<file path="config.mk">
export PLATFORM = sky130hd
export DESIGN_NAME = vga_overlay_mixer_flat
export DESIGN_NICKNAME = d
export VERILOG_FILES = /design/src/rtl/vga_pkg.sv /design/src/rtl/vga_overlay_mixer_if.sv /design/src/rtl/sine_lut.sv /design/src/rtl/vga_overlay_mixer.sv /design/src/flat_wrapper.sv
export SDC_FILE = /design/constraint.sdc
export NUM_CORES = 1
export LEC_CHECK = 0
export BUFFER_PORTS_ARGS = -buffer_cell sky130_fd_sc_hd__clkbuf_2
export CORE_ASPECT_RATIO = 0.8
export CORE_MARGIN = 2
export CORE_UTILIZATION = 50
export DETAILED_ROUTE_END_ITERATION = 8
export PLACE_DENSITY = 0.85
export SLEW_MARGIN = 20
export SYNTH_ARGS = -nofsm -noshare
export SYNTH_HDL_FRONTEND = slang
export SYNTH_HIERARCHICAL = 1
export SYNTH_SLANG_ARGS = --single-unit
</file>
<file path="constraint.sdc">
create_clock -name clk -period 3.5 [get_ports clk]
set_clock_uncertainty 0.05 [all_clocks]
set_input_delay 0.525 -clock clk [delete_from_list [all_inputs] [get_ports clk]]
set_output_delay 0.525 -clock clk [all_outputs]
set_load 0.05 [all_outputs]
</file>
<file path="src/rtl/vga_pkg.sv">
// Shared constants and colour helpers for the VGA demo pixel path.
package vga_pkg;

  localparam int unsigned H_ACTIVE = 640;
  localparam int unsigned V_ACTIVE = 480;

  typedef logic [5:0] colour_t;

  localparam colour_t WAVE_COL = 6'b001100;
  localparam colour_t BG_COL   = 6'b000001;

  function automatic colour_t palette(input logic [1:0] sel);
    unique case (sel)
      2'd0:    return 6'b111111;
      2'd1:    return 6'b110000;
      2'd2:    return 6'b111100;
      default: return 6'b000011;
    endcase
  endfunction

endpackage

</file>
<file path="src/rtl/vga_overlay_mixer_if.sv">
// Pixel-stream bundle into the overlay mixer: timing/position in, colour/sync out.
interface vga_overlay_mixer_if;
  logic       hsync_in;
  logic       vsync_in;
  logic       display_on_in;
  logic [9:0] x;
  logic [9:0] y;
  logic       overlay_active;
  logic       pause;
  logic [1:0] r;
  logic [1:0] g;
  logic [1:0] b;
  logic       hsync;
  logic       vsync;

  modport master (
    output hsync_in, vsync_in, display_on_in, x, y, overlay_active, pause,
    input  r, g, b, hsync, vsync
  );

  modport slave (
    input  hsync_in, vsync_in, display_on_in, x, y, overlay_active, pause,
    output r, g, b, hsync, vsync
  );
endinterface

</file>
<file path="src/rtl/sine_lut.sv">
// 64-point signed sine, amplitude 63, built from a quarter-wave table by symmetry.
module sine_lut (
  input  logic        [5:0] i_idx,
  output logic signed [6:0] o_sine
);

  logic [4:0] w_qidx;
  logic [5:0] w_mag;

  // Second and fourth quadrants mirror the table: 16 - low bits.
  assign w_qidx = i_idx[4] ? (5'd16 - {1'b0, i_idx[3:0]}) : {1'b0, i_idx[3:0]};

  always_comb begin
    w_mag = 6'd0;
    case (w_qidx)
      5'd0:    w_mag = 6'd0;
      5'd1:    w_mag = 6'd6;
      5'd2:    w_mag = 6'd12;
      5'd3:    w_mag = 6'd18;
      5'd4:    w_mag = 6'd24;
      5'd5:    w_mag = 6'd30;
      5'd6:    w_mag = 6'd35;
      5'd7:    w_mag = 6'd40;
      5'd8:    w_mag = 6'd45;
      5'd9:    w_mag = 6'd49;
      5'd10:   w_mag = 6'd52;
      5'd11:   w_mag = 6'd56;
      5'd12:   w_mag = 6'd58;
      5'd13:   w_mag = 6'd60;
      5'd14:   w_mag = 6'd62;
      5'd15:   w_mag = 6'd63;
      5'd16:   w_mag = 6'd63;
      default: w_mag = 6'd0;
    endcase
  end

  assign o_sine = i_idx[5] ? -$signed({1'b0, w_mag}) : $signed({1'b0, w_mag});

endmodule

</file>
<file path="src/rtl/vga_overlay_mixer.sv">
// Final pixel stage: text overlay over an animated sine band and background, 2-cycle latency.
module vga_overlay_mixer
  import vga_pkg::*;
#(
  parameter int unsigned PHASE_STEP  = 1,
  parameter int unsigned BAND        = 4,
  parameter int unsigned WAVE_CENTRE = 240
) (
  input logic                clk,
  input logic                rst,
  vga_overlay_mixer_if.slave vid
);

  logic [5:0] r_phase;
  logic [4:0] r_frame_cnt;
  logic       r_tick_pos;
  logic       w_tick_pos;
  logic       w_tick;

  // Frame tick is edge-detected so a held (0,480) position advances only once.
  assign w_tick_pos = (vid.x == 10'd0) && (vid.y == 10'(V_ACTIVE));
  assign w_tick     = w_tick_pos && !r_tick_pos;

  always_ff @(posedge clk) begin
    if (rst) begin
      r_phase     <= 6'd0;
      r_frame_cnt <= 5'd0;
      r_tick_pos  <= 1'b0;
    end else begin
      r_tick_pos <= w_tick_pos;
      if (w_tick && !vid.pause) begin
        r_phase     <= r_phase + 6'(PHASE_STEP);
        r_frame_cnt <= r_frame_cnt + 5'd1;
      end
    end
  end

  logic [5:0]        w_idx;
  logic signed [6:0] w_sine;
  logic              w_unused_x;

  assign w_idx      = vid.x[8:3] + r_phase;
  assign w_unused_x = ^{vid.x[9], vid.x[2:0]};

  sine_lut u_sine_lut (
    .i_idx  (w_idx),
    .o_sine (w_sine)
  );

  logic              r_s1_hs;
  logic              r_s1_vs;
  logic              r_s1_de;
  logic              r_s1_ov;
  logic [9:0]        r_s1_y;
  logic signed [6:0] r_s1_sine;

  always_ff @(posedge clk) begin
    if (rst) begin
      r_s1_hs   <= 1'b1;
      r_s1_vs   <= 1'b1;
      r_s1_de   <= 1'b0;
      r_s1_ov   <= 1'b0;
      r_s1_y    <= 10'd0;
      r_s1_sine <= 7'sd0;
    end else begin
      r_s1_hs   <= vid.hsync_in;
      r_s1_vs   <= vid.vsync_in;
      r_s1_de   <= vid.display_on_in;
      r_s1_ov   <= vid.overlay_active;
      r_s1_y    <= vid.y;
      r_s1_sine <= w_sine;
    end
  end

  logic signed [10:0] w_wave_y;
  logic signed [10:0] w_diff;
  logic signed [10:0] w_abs;
  logic               w_on_band;
  colour_t            w_colour;

  assign w_wave_y  = $signed(11'(WAVE_CENTRE)) + {{4{r_s1_sine[6]}}, r_s1_sine};
  assign w_diff    = $signed({1'b0, r_s1_y}) - w_wave_y;
  assign w_abs     = w_diff[10] ? -w_diff : w_diff;
  assign w_on_band = w_abs < $signed(11'(BAND));

  always_comb begin
    w_colour = BG_COL;
    if (!r_s1_de) begin
      w_colour = 6'b000000;
    end else if (r_s1_ov) begin
      w_colour = palette(r_frame_cnt[4:3]);
    end else if (w_on_band) begin
      w_colour = WAVE_COL;
    end
  end

  colour_t r_rgb;
  logic    r_hs;
  logic    r_vs;

  always_ff @(posedge clk) begin
    if (rst) begin
      r_rgb <= 6'b000000;
      r_hs  <= 1'b1;
      r_vs  <= 1'b1;
    end else begin
      r_rgb <= w_colour;
      r_hs  <= r_s1_hs;
      r_vs  <= r_s1_vs;
    end
  end

  assign vid.r     = r_rgb[5:4];
  assign vid.g     = r_rgb[3:2];
  assign vid.b     = r_rgb[1:0];
  assign vid.hsync = r_hs;
  assign vid.vsync = r_vs;

endmodule

</file>
<file path="src/flat_wrapper.sv">
// flat-port wrapper written by rule: the top's interface ports become plain ports
module vga_overlay_mixer_flat import vga_pkg::*;
#(
  parameter int unsigned PHASE_STEP  = 1,
  parameter int unsigned BAND        = 4,
  parameter int unsigned WAVE_CENTRE = 240
)
  (clk, rst, vid_hsync_in, vid_vsync_in, vid_display_on_in, vid_x, vid_y, vid_overlay_active, vid_pause, vid_r, vid_g, vid_b, vid_hsync, vid_vsync);
  vga_overlay_mixer_if vid_i ();
  input logic clk;
  input logic rst;
  input wire logic [$bits(vid_i.hsync_in)-1:0] vid_hsync_in;
  input wire logic [$bits(vid_i.vsync_in)-1:0] vid_vsync_in;
  input wire logic [$bits(vid_i.display_on_in)-1:0] vid_display_on_in;
  input wire logic [$bits(vid_i.x)-1:0] vid_x;
  input wire logic [$bits(vid_i.y)-1:0] vid_y;
  input wire logic [$bits(vid_i.overlay_active)-1:0] vid_overlay_active;
  input wire logic [$bits(vid_i.pause)-1:0] vid_pause;
  output wire logic [$bits(vid_i.r)-1:0] vid_r;
  output wire logic [$bits(vid_i.g)-1:0] vid_g;
  output wire logic [$bits(vid_i.b)-1:0] vid_b;
  output wire logic [$bits(vid_i.hsync)-1:0] vid_hsync;
  output wire logic [$bits(vid_i.vsync)-1:0] vid_vsync;
  assign vid_i.hsync_in = vid_hsync_in;
  assign vid_i.vsync_in = vid_vsync_in;
  assign vid_i.display_on_in = vid_display_on_in;
  assign vid_i.x = vid_x;
  assign vid_i.y = vid_y;
  assign vid_i.overlay_active = vid_overlay_active;
  assign vid_i.pause = vid_pause;
  assign vid_r = vid_i.r;
  assign vid_g = vid_i.g;
  assign vid_b = vid_i.b;
  assign vid_hsync = vid_i.hsync;
  assign vid_vsync = vid_i.vsync;
  vga_overlay_mixer #(.PHASE_STEP(PHASE_STEP), .BAND(BAND), .WAVE_CENTRE(WAVE_CENTRE)) u_core (.clk(clk), .rst(rst), .vid(vid_i));
endmodule
</file>
==> reports/results.tsv, run 1 <==
stage	metric	value	unit
logic_synthesis	synth_compound_area_frac	0.1488	
clock_network	htree_levels	2	
clock_network	cts_buffer_depth	2	
logic_synthesis	async_reset_ff_frac	0	
critical_path	crit_type	in -> reg	
pwr	fin_total_pwr	1423	uW
logic_synthesis	syn_area	2902	um^2
layout	final_layout_size_suffix_gt1_frac	0.3178	
drt	detail_route.wl_per_cell	14.50	um
logic_synthesis	ys_warn_count	6	
drt	via_per_inst	5.469	
die	core_area	5525	um^2
critical_path	worst_setup_path_end_kind	flip-flop	
logic_synthesis	yosysSeqAreaShare	0.2691	
drt	routed_wl	6.741	mm
logic_synthesis	synth_edf_count	0	
sta	grt_setup_unrepaired	true	
logic_synthesis	synthXorXnorAreaFrac	0.09357	
place	place_hpwl	5.151	mm
logic_synthesis	synth_fa_ha_area_frac	0.1734	
logic_synthesis	synth.distinct_cells	71	
logic_synthesis	synth_simple_gate_area_share	0.2139	
die	rows	24	
job	cap_viol_max_count	0	
layout	layout_common_cells	37 x dfxtp_1, 34 x clkbuf_2, 32 x ha_1, 32 x buf_4, 30 x inv_1	
clock_network	clock-root-buffer	clkbuf_8	
critical_path	cp_data_arrival_time	3.50	ns
pwr	p_leak	0.001603	uW
layout	mostFrequentLayoutCell	dfxtp_1	
logic_synthesis	synthMuxAreaShare	0.03191	
logic_synthesis	synth_nets	391	
layout	nNetsFinal	452	
sta	min_period	3.384	ns
place	place_ws	-0.3129	ns
die	die_w	89.17	um
sta	setup_viol	0	
clock_network	cts_inserted_buffers	5	
die	dieArea	6432	um^2
critical_path	critPathMaxFanout	6	
logic_synthesis	syn_area_per_cell	8.928	um^2
critical_path	worstSetupStartpointType	input port	
clock_network	cts_tree	built	
die	start_util	0.5251	
logic_synthesis	synth_seq_cells	39	
drt	drt_first_pass_iters	4	
layout	n_antenna_cell	0	
drt	route.detailed.drc	0	
sta	max_freq	295.5	MHz
sta	fin_ws	0.1156	ns
outcome	outcome	finished, final reports clean	
sta	post-route-period-util	0.9670	
drt	ant_nets	0	
place	portBuffers	34	
critical_path	crit_required	3.61	ns
place	gp_congestion	0.8972	
clock_network	clk_latency	0.30	ns
global_route	grtUsageTotal	0.2173	
global_route	grt_overflow	0	
global_route	grt_antenna_before_repair	0	
sta	timing.hold.ws	0.3523	ns
pwr	vdd.ir_drop.worst	324.8	uV
sta	slew_headroom	0.5151	
drt	drtIter0Drc	108	
drt	vias	2543	
sta	report.final.slew_viol_count	0	
die	die_y	72.14	um
logic_synthesis	synth_top_family_by_area	simple AND/OR/NAND/NOR gates	
global_route	grt_pass1_wl	11.10	mm
layout	synthToLayoutAreaGrowth	22.94	%
pwr	p_per_area	399.0	nW/um^2
clock_network	clk_pin_slew	0.08	ns
global_route	grt_max_degree	37	
hold_path	min_path_type	in -> reg	
sta	hold_viol	0	
logic_synthesis	ys.flop_type	dfxtp_1	
global_route	grt_pass1_vias	2489	
die	ios	35	
sta	tightest_slew	0.7221	ns
clock_network	cts_sinks	39	
logic_synthesis	syn_inst	325	
## final timing paths
path	from	end	cells after the start	slack [ns]
max reg2reg	u_core/r_phase[0]	u_core/r_s1_sine[6]	18	0.12
min	vid_vsync_in	u_core/r_s1_vs	2	0.35
max	vid_x[3]	u_core/r_s1_sine[6]	19	0.12
min reg2reg	u_core/r_s1_vs	u_core/vid.vsync	1	0.36
## per-stage QoR
stage               utilization  area [um^2]  std cells  setup TNS, ns
finish                   0.6456         3567        465              0
global route             0.6456         3567        465       -0.03457
CTS                      0.6300         3481        464              0
detailed placement       0.6080         3359        456         -1.231
global placement         0.6080         3359        456        -0.4079
floorplan                     -         2925        325       -0.01309
## registers in the layout (all words and copies together), names as in the netlist, 4 cells and up
signal and flops:
u_core/r_phase 6, u_core/r_frame_cnt 5, u_core/r_s1_y 10, u_core/r_s1_sine 7, u_core/r_rgb 4
## layer usage
| metal | wire length (um) | GRT usage | part of all wire |
|---|---|---|---|
| met1 | 3076 | 0.2870 | 0.46 |
| met2 | 3260 | 0.3704 | 0.48 |
| met3 | 321 | 0.04323 | 0.048 |
| met4 | 82 | 0.04312 | 0.012 |
| met5 | 0 | 0 | 0 |
## area by class of cell
cell class              instances  area [um^2]
multi-input cells             239         2021
fillers                       446         1958
clock buffers                   5        68.82
clock inverters                 3        47.55
inverters                      34        127.6
flip-flops and latches         39        783.3
repair buffers                 67        421.7
well taps                      78        97.59
## power breakdown
group	leakage [uW]	switching, uW	total (uW)	internal (uW)
registers	0.000322	7.36	474	466
clock network	0.0000587	176	392	216
logic	0.00122	299	558	259
## cell usage after synthesis (3+ instances only)
master	n	area share
or4_1	3	0.0078
o21ai_0	5	0.0086
xor2_1	9	0.027
clkbuf_1	6	0.0078
nand3_1	3	0.0052
dfxtp_1	39	0.27
nor2b_1	22	0.047
or2_2	6	0.013
ha_1	37	0.16
inv_1	34	0.044
a21oi_1	15	0.026
nor4_1	5	0.011
nand2_1	12	0.016
nor3b_1	3	0.0078
and2_1	3	0.0065
o21a_1	3	0.0078
buf_4	4	0.010
nor2_1	20	0.026
mux2i_1	7	0.024
xnor2_1	17	0.051
and3_1	3	0.0065
nor3_1	7	0.012
nand4_1	4	0.0086
a21o_1	3	0.0078
## cell families after synthesis
group,after synthesis
buffers and inverters,47
DFF,39
xor gates and xnor gates,28
and+or+nand+nor,107
AOI/OAI and AO/OA,57
muxes,8
adders and majority gates,39
## timing repair
| action | in CTS | in global routing |
|---|---|---|
| setup endpoints to repair | 2 | 6 |
| pin swaps | 0 | 4 |
| gates resized for setup | 1 | 18 |
| setup buffers | 0 | 1 |
| hold buffers | 0 | 0 |
## critical path, cell delays in order
cell and delay [ns]:
clkbuf_2 0.12, ha_4 0.14, inv_2 0.03, fa_2 0.34
inv_2 0.05, a21o_1 0.11, a21oi_2 0.06, xnor2_1 0.12
buf_4 0.15, mux2i_4 0.18, buf_4 0.15, ha_2 0.21
nand3b_1 0.09, o21ai_0 0.09, a211o_1 0.33, a21oi_2 0.20
o41ai_2 0.13, o31a_2 0.34, nor2b_1 0.12
(Power assumes the default switching activity.)
==> inputs of run 2 (changes only) <==
- CELL_PAD_IN_SITES_DETAIL_PLACEMENT: not set -> 0
- CELL_PAD_IN_SITES_GLOBAL_PLACEMENT: not set -> 2
- CORE_UTILIZATION: 50 -> 33
- PLACE_DENSITY: 0.85 -> 0.89
==> run 2 against run 1 <==
Net effect: cell count increased by 7.7%; wire length decreased by 8.6%; critical path depth shrank 1; sequential power about the same; design area rose by 1.9%; clock power decreased by 4%; fmax shrank 2.1%; critical endpoint is now u_core/r_s1_sine[4].
==> reports/results.tsv, run 2 (same netlist as run 1, synthesis figures left out) <==
stage	metric	value	unit	change
clock_network	cts_tree	built		
global_route	grtUsageTotal	0.1356		-0.08175
drt	routed_wl	6.164	mm	-8.6%
clock_network	cts_sinks	39		unchanged
drt	vias	2390		-6.0%
sta	timing.hold.ws	0.3670	ns	+0.01473 ns
sta	hold_viol	0		unchanged
sta	tightest_slew	0.7030	ns	-0.01908 ns
global_route	grt_max_degree	37		unchanged
global_route	grt_pass1_wl	10.41	mm	-6.2%
drt	via_per_inst	4.770		-13%
critical_path	cpLargestDelayFamily	adder cells		
sta	grt_setup_unrepaired	true		
critical_path	cp_cell_sequence	ha_4, inv_2, fa_2, inv_2, a21o_1, a21oi_2, xnor2_1, buf_4, mux2i_4, inv_2, buf_12, ha_4, mux4_2, or2_4, nand2_2, o21ai_2, xnor2_1, nor2b_1		
sta	max_freq	289.1	MHz	-2.1%
global_route	grt_overflow	0		unchanged
layout	final_cell_count_no_fill	501		+7.7%
layout	nNetsFinal	454		+0.44%
layout	n_antenna_cell	0		unchanged
clock_network	cts_inserted_buffers	5		unchanged
die	dieArea	9563	um^2	+49%
clock_network	clk_latency	0.28	ns	-0.02 ns
pwr	p_per_area	384.8	nW/um^2	-3.6%
layout	reg.largest.list	u_core/r_s1_y x10, u_core/r_s1_sine x7, u_core/r_phase x6		
die	ios	35		unchanged
critical_path	timing.rr.end	u_core/r_s1_sine[4]		
clock_network	cts_buffer_depth	2		unchanged
critical_path	worst_setup_path_end_kind	flip-flop		
sta	report.final.slew_viol_count	0		unchanged
critical_path	critPathLaunch	u_core/r_phase[0]		
critical_path	cp_data_arrival_time	3.55	ns	+0.05 ns
layout	synthToLayoutAreaGrowth	25.31	%	
place	portBuffers	34		unchanged
critical_path	rr_startpoint	u_core/r_phase[0]		
critical_path	critPathMaxFanout	5		-1
clock_network	clk_pin_slew	0.08	ns	about the same
layout	layout_common_cells	38 x dfxtp_1, 34 x clkbuf_2, 33 x buf_4		
clock_network	clock-root-buffer	clkbuf_8		
critical_path	critPathCapture	u_core/r_s1_sine[4]		
sta	min_period	3.458	ns	+0.07407 ns
drt	route.detailed.drc	0		unchanged
outcome	outcome	finished, final reports clean		
layout	top_register	u_core/r_s1_y		
global_route	grt_pass1_vias	2295		-7.8%
critical_path	crit_type	reg -> reg		
sta	slew_headroom	0.5313		+0.01618
layout	utilization	0.4267		-0.2189
pwr	vdd.ir_drop.worst	237.7	uV	-27%
critical_path	crit_required	3.59	ns	-0.02 ns
place	gp_congestion	0.8706		-3.0%
place	place_hpwl	4.903	mm	-4.8%
drt	drt_first_pass_iters	4		unchanged
sta	post-route-period-util	0.9881		+0.02116
die	die_y	87.87	um	+22%
drt	detail_route.wl_per_cell	12.30	um	-15%
die	rows	30		+25%
job	cap_viol_max_count	0		unchanged
drt	ant_nets	0		unchanged
hold_path	min_path_type	reg -> reg		
layout	largest_reg_flops	10		unchanged
layout	fill_cells	848		+90%
critical_path	cpPeakStageDelay	0.47	ns	+0.13 ns
clock_network	holdBufCountCts	0		unchanged
critical_path	r2r_cells	18		unchanged
place	dpl.cell_count	490		+7.5%
critical_path	worstSetupStartpointType	flip-flop		
critical_path	critPathBufInv	5		unchanged
critical_path	cp_slowest_cell	mux4_2		
die	start_util	0.3405		-0.1846
die	die_w	108.8	um	+22%
drt	drtIter0Drc	55		-49%
die	core_area	8521	um^2	+54%
critical_path	cp_num_cells	18		-1
sta	setup_viol	0		unchanged
global_route	grt_antenna_before_repair	0		unchanged
critical_path	cpMostUsedCell	inv_2		
pwr	p_leak	0.001621	uW	+1.1%
layout	final_layout_size_suffix_gt1_frac	0.3188		+0.0009366
critical_path	ff2ff_setup_slack	0.04	ns	-0.07 ns
layout	mostFrequentLayoutCell	dfxtp_1		
clock_network	htree_levels	2		unchanged
run 2: changes by cell type in the layout (fill, tap and decap cells not counted), sizes merged:
cell	change
clkbuf	+1
inv	-1
buf	+2
run 2: worst min-delay path by stage:
stage | startpoint | endpoint | cells after the start
final | u_core/r_s1_vs | u_core/vid.vsync | 1
after global routing | vid_vsync_in | u_core/r_s1_vs | 2
after CTS | vid_hsync_in | u_core/r_s1_hs | 2
after detailed placement | u_core/r_s1_hs | u_core/vid.hsync | 1
after global placement | u_core/r_s1_hs | u_core/vid.hsync | 1
after floorplan | u_core/r_s1_hs | u_core/vid.hsync | 1
run 2: routing by layer:
layer	share of wire	GRT usage	vias up
met3	0.041	0.02753	2
met2	0.45	0.2233	42
met1	0.50	0.1898	1101
met5	0	0	-
met4	0.0021	0.01515	0
li1	-	-	1245
run 2: power by group:
part           total [uW]  switching [uW]  internal, uW  leakage, uW
logic                 550             289           261      0.00124
clock network         377             146           231    0.0000612
registers             473            6.56           466     0.000321
run 2: repair_timing:
action | in CTS | in global routing
buffers inserted | 0 | 3
resized for setup | 0 | 19
setup endpoints to repair | 0 | 6
run 2: through the flow:
| step | setup TNS, ns | power [uW] | setup WS, ns | instance area, um^2 |
|---|---|---|---|---|
| after floorplan | -0.01309 | 875.2 | -0.01221 | 2925 |
| after global placement | -0.6010 | 1004 | -0.1833 | 3402 |
| after detailed placement | -0.9960 | 1008 | -0.2563 | 3402 |
| after CTS | 0 | 1397 | 0.01712 | 3520 |
| after global routing | -0.3077 | 1508 | -0.1318 | 3636 |
| final | 0 | 1399 | 0.04150 | 3636 |
run 2: area by class of cell:
cell class,count,area (um^2),area share
Clock buffer,6,82.58,0.02271
Sequential cell,39,782.0,0.2151
Timing Repair Buffer,69,449.2,0.1235
Inverter,34,127.6,0.03510
Multi-Input combinational cell,239,2019,0.5554
Clock inverter,2,35.03,0.009635
Tap cell,112,140.1,0.03854
==> inputs of run 3 (changes only) <==
- CORE_MARGIN: 2 -> not set
==> run 3 against run 2 <==
Net effect: design area shrank 2.2%; utilization shrank 0.93 points; non-clock buffer count shrank 1; count of clock-buffer cells in the layout shrank 1; via count shrank 0.54%; die area shrank 4.1%; first-iteration DRC count grew 71%; wire length shrank 3.9%; global-route usage grew 0.47 points; largest power group unchanged; highest routed layer unchanged.
==> reports/results.tsv, run 3 (same netlist as run 1, synthesis figures left out) <==
stage	metric	value	unit	change
outcome	outcome	finished, final reports clean		
place	dpl.cell_count	490		unchanged
critical_path	cpPeakStageDelay	0.34	ns	-0.13 ns
clock_network	cts_buffer_depth	2		unchanged
global_route	grt_pass1_wl	10.43	mm	+0.19%
sta	slew_headroom	0.5492		+0.01785
critical_path	worstSetupStartpointType	input port		
layout	layout_common_cells	38 x dfxtp_1, 34 x clkbuf_2, 33 x ha_1, 33 x buf_4, 30 x inv_1		
drt	detail_route.wl_per_cell	11.84	um	-3.7%
critical_path	cp_data_arrival_time	3.44	ns	-0.11 ns
place	gp_congestion	0.8265		-5.1%
sta	fin_setup_tns	0	ns	unchanged
layout	n_antenna_cell	0		unchanged
place	place_hpwl	4.834	mm	-1.4%
layout	mostFrequentLayoutCell	dfxtp_1		
sta	min_period	3.338	ns	-0.1209 ns
die	die_w	106.8	um	-1.8%
layout	nNetsFinal	453		-0.22%
global_route	grt_overflow	0		unchanged
sta	fin_ws	0.1624	ns	+0.1209 ns
critical_path	cp_slowest_cell	fa_2		
global_route	grtUsageTotal	0.1403		+0.004724
global_route	grt_antenna_before_repair	0		unchanged
drt	vias	2377		-0.54%
die	dieArea	9174	um^2	-4.1%
pwr	vdd.ir_drop.worst	266.6	uV	+12%
sta	tightest_slew	0.6714	ns	-0.03160 ns
pwr	p_per_area	367.4	nW/um^2	-4.5%
clock_network	cts_inserted_buffers	5		unchanged
layout	top_register	u_core/r_s1_y		
critical_path	cpMostUsedCell	inv_2		
die	ios	35		unchanged
layout	synthToLayoutAreaGrowth	22.60	%	
global_route	grt_max_degree	37		unchanged
clock_network	clk_latency	0.28	ns	about the same
pwr	fin_total_pwr	1307	uW	-6.6%
critical_path	crit_required	3.60	ns	about the same
clock_network	clock-root-buffer	clkbuf_8		
die	start_util	0.3405		unchanged
critical_path	crit_type	in -> reg		
clock_network	htree_levels	2		unchanged
global_route	grt_pass1_vias	2282		-0.57%
critical_path	cp_cell_sequence	clkbuf_2, ha_4, inv_2, fa_2, inv_2, a21o_1, a21oi_2, xnor2_1, buf_4, mux2i_4, inv_2, ha_4, and2_4, o21ai_2, o221ai_2, nand3_1, o21a_1, ha_2, nand2_2, o31a_2, nor2b_1		
drt	drtIter0Drc	94		+71%
pwr	p_leak	0.001584	uW	-2.3%
layout	largest_reg_flops	10		unchanged
layout	reg.largest.list	u_core/r_s1_y x10, u_core/r_s1_sine x7, u_core/r_phase x6		
critical_path	worst_setup_path_end_kind	flip-flop		
clock_network	clk_pin_slew	0.08	ns	about the same
die	die_y	85.87	um	-2.3%
drt	route.detailed.drc	0		unchanged
critical_path	critPathBufInv	5		unchanged
clock_network	cts_tree	built		
place	portBuffers	34		unchanged
job	cap_viol_max_count	0		unchanged
die	core_area	8521	um^2	unchanged
drt	routed_wl	5.922	mm	-3.9%
drt	drt_first_pass_iters	4		unchanged
sta	post-route-period-util	0.9536		-0.03454
critical_path	critPathMaxFanout	4		-1
critical_path	cpLargestDelayFamily	compound AO/OA/AOI/OAI gates		
drt	via_per_inst	4.754		-0.35%
clock_network	cts_sinks	39		unchanged
sta	setup_viol	0		unchanged
place	place_ws	-0.2409	ns	+0.01540 ns
die	rows	30		unchanged
drt	ant_nets	0		unchanged
layout	final_layout_size_suffix_gt1_frac	0.3067		-0.01207
sta	report.final.slew_viol_count	0		unchanged
hold_path	min_path_type	reg -> reg		
layout	final_cell_count_no_fill	500		-0.20%
sta	hold_viol	0		unchanged
sta	max_freq	299.6	MHz	+3.6%
clock_network	holdBufCountCts	0		unchanged
[run 3: cell type report]
type                            instances  area (um^2)
Inverter                               34        127.6
Fill cell                             840         4964
Clock inverter                          3        20.02
Clock buffer                            5        68.82
Sequential cell                        39        782.0
Timing Repair Buffer                   68        429.2
Tap cell                              112        140.1
Multi-Input combinational cell        239         1989
[run 3: power by group]
part	total, uW	leakage (uW)	switching, uW	internal (uW)
clock	297	0.0000402	158	139
sequential	473	0.000321	7.04	466
combinational	536	0.00122	282	254
total	1310	0.00158	448	859
[run 3: final timing paths]
kind                                       endpoint         startpoint  depth (start not counted)  slack (ns)
worst max-delay path            u_core/r_s1_sine[6]           vid_x[3]                         21        0.16
worst min-delay path               u_core/vid.hsync     u_core/r_s1_hs                          1        0.36
worst max register to register  u_core/r_s1_sine[6]  u_core/r_phase[0]                         20        0.18
worst min register to register     u_core/vid.hsync     u_core/r_s1_hs                          1        0.36
[run 3: metal layers]
metal / part of all wire / wire length, um / GRT usage
met1: 0.53 / 3121 / 0.1993
met5: 0 / 0 / 0
met4: 0.0019 / 11 / 0.01494
met3: 0.030 / 177 / 0.03495
met2: 0.44 / 2611 / 0.2211
[run 3: stage by stage]
step	instance area, um^2	util	hold slack, ns
3_5_place_dp	3402	0.3993	0.3437
4_1_cts	3491	0.4097	0.3595
6_report	3557	0.4175	0.3611
5_1_grt	3557	0.4175	0.3540
3_3_place_gp	3402	0.3993	0.3437
2_1_floorplan	2925	-	0.3395
[run 3: what timing repair did]
item                       4_1_cts  5_1_grt
setup buffers                    0        2
setup endpoints to repair        0        6
gates resized for setup          0       13
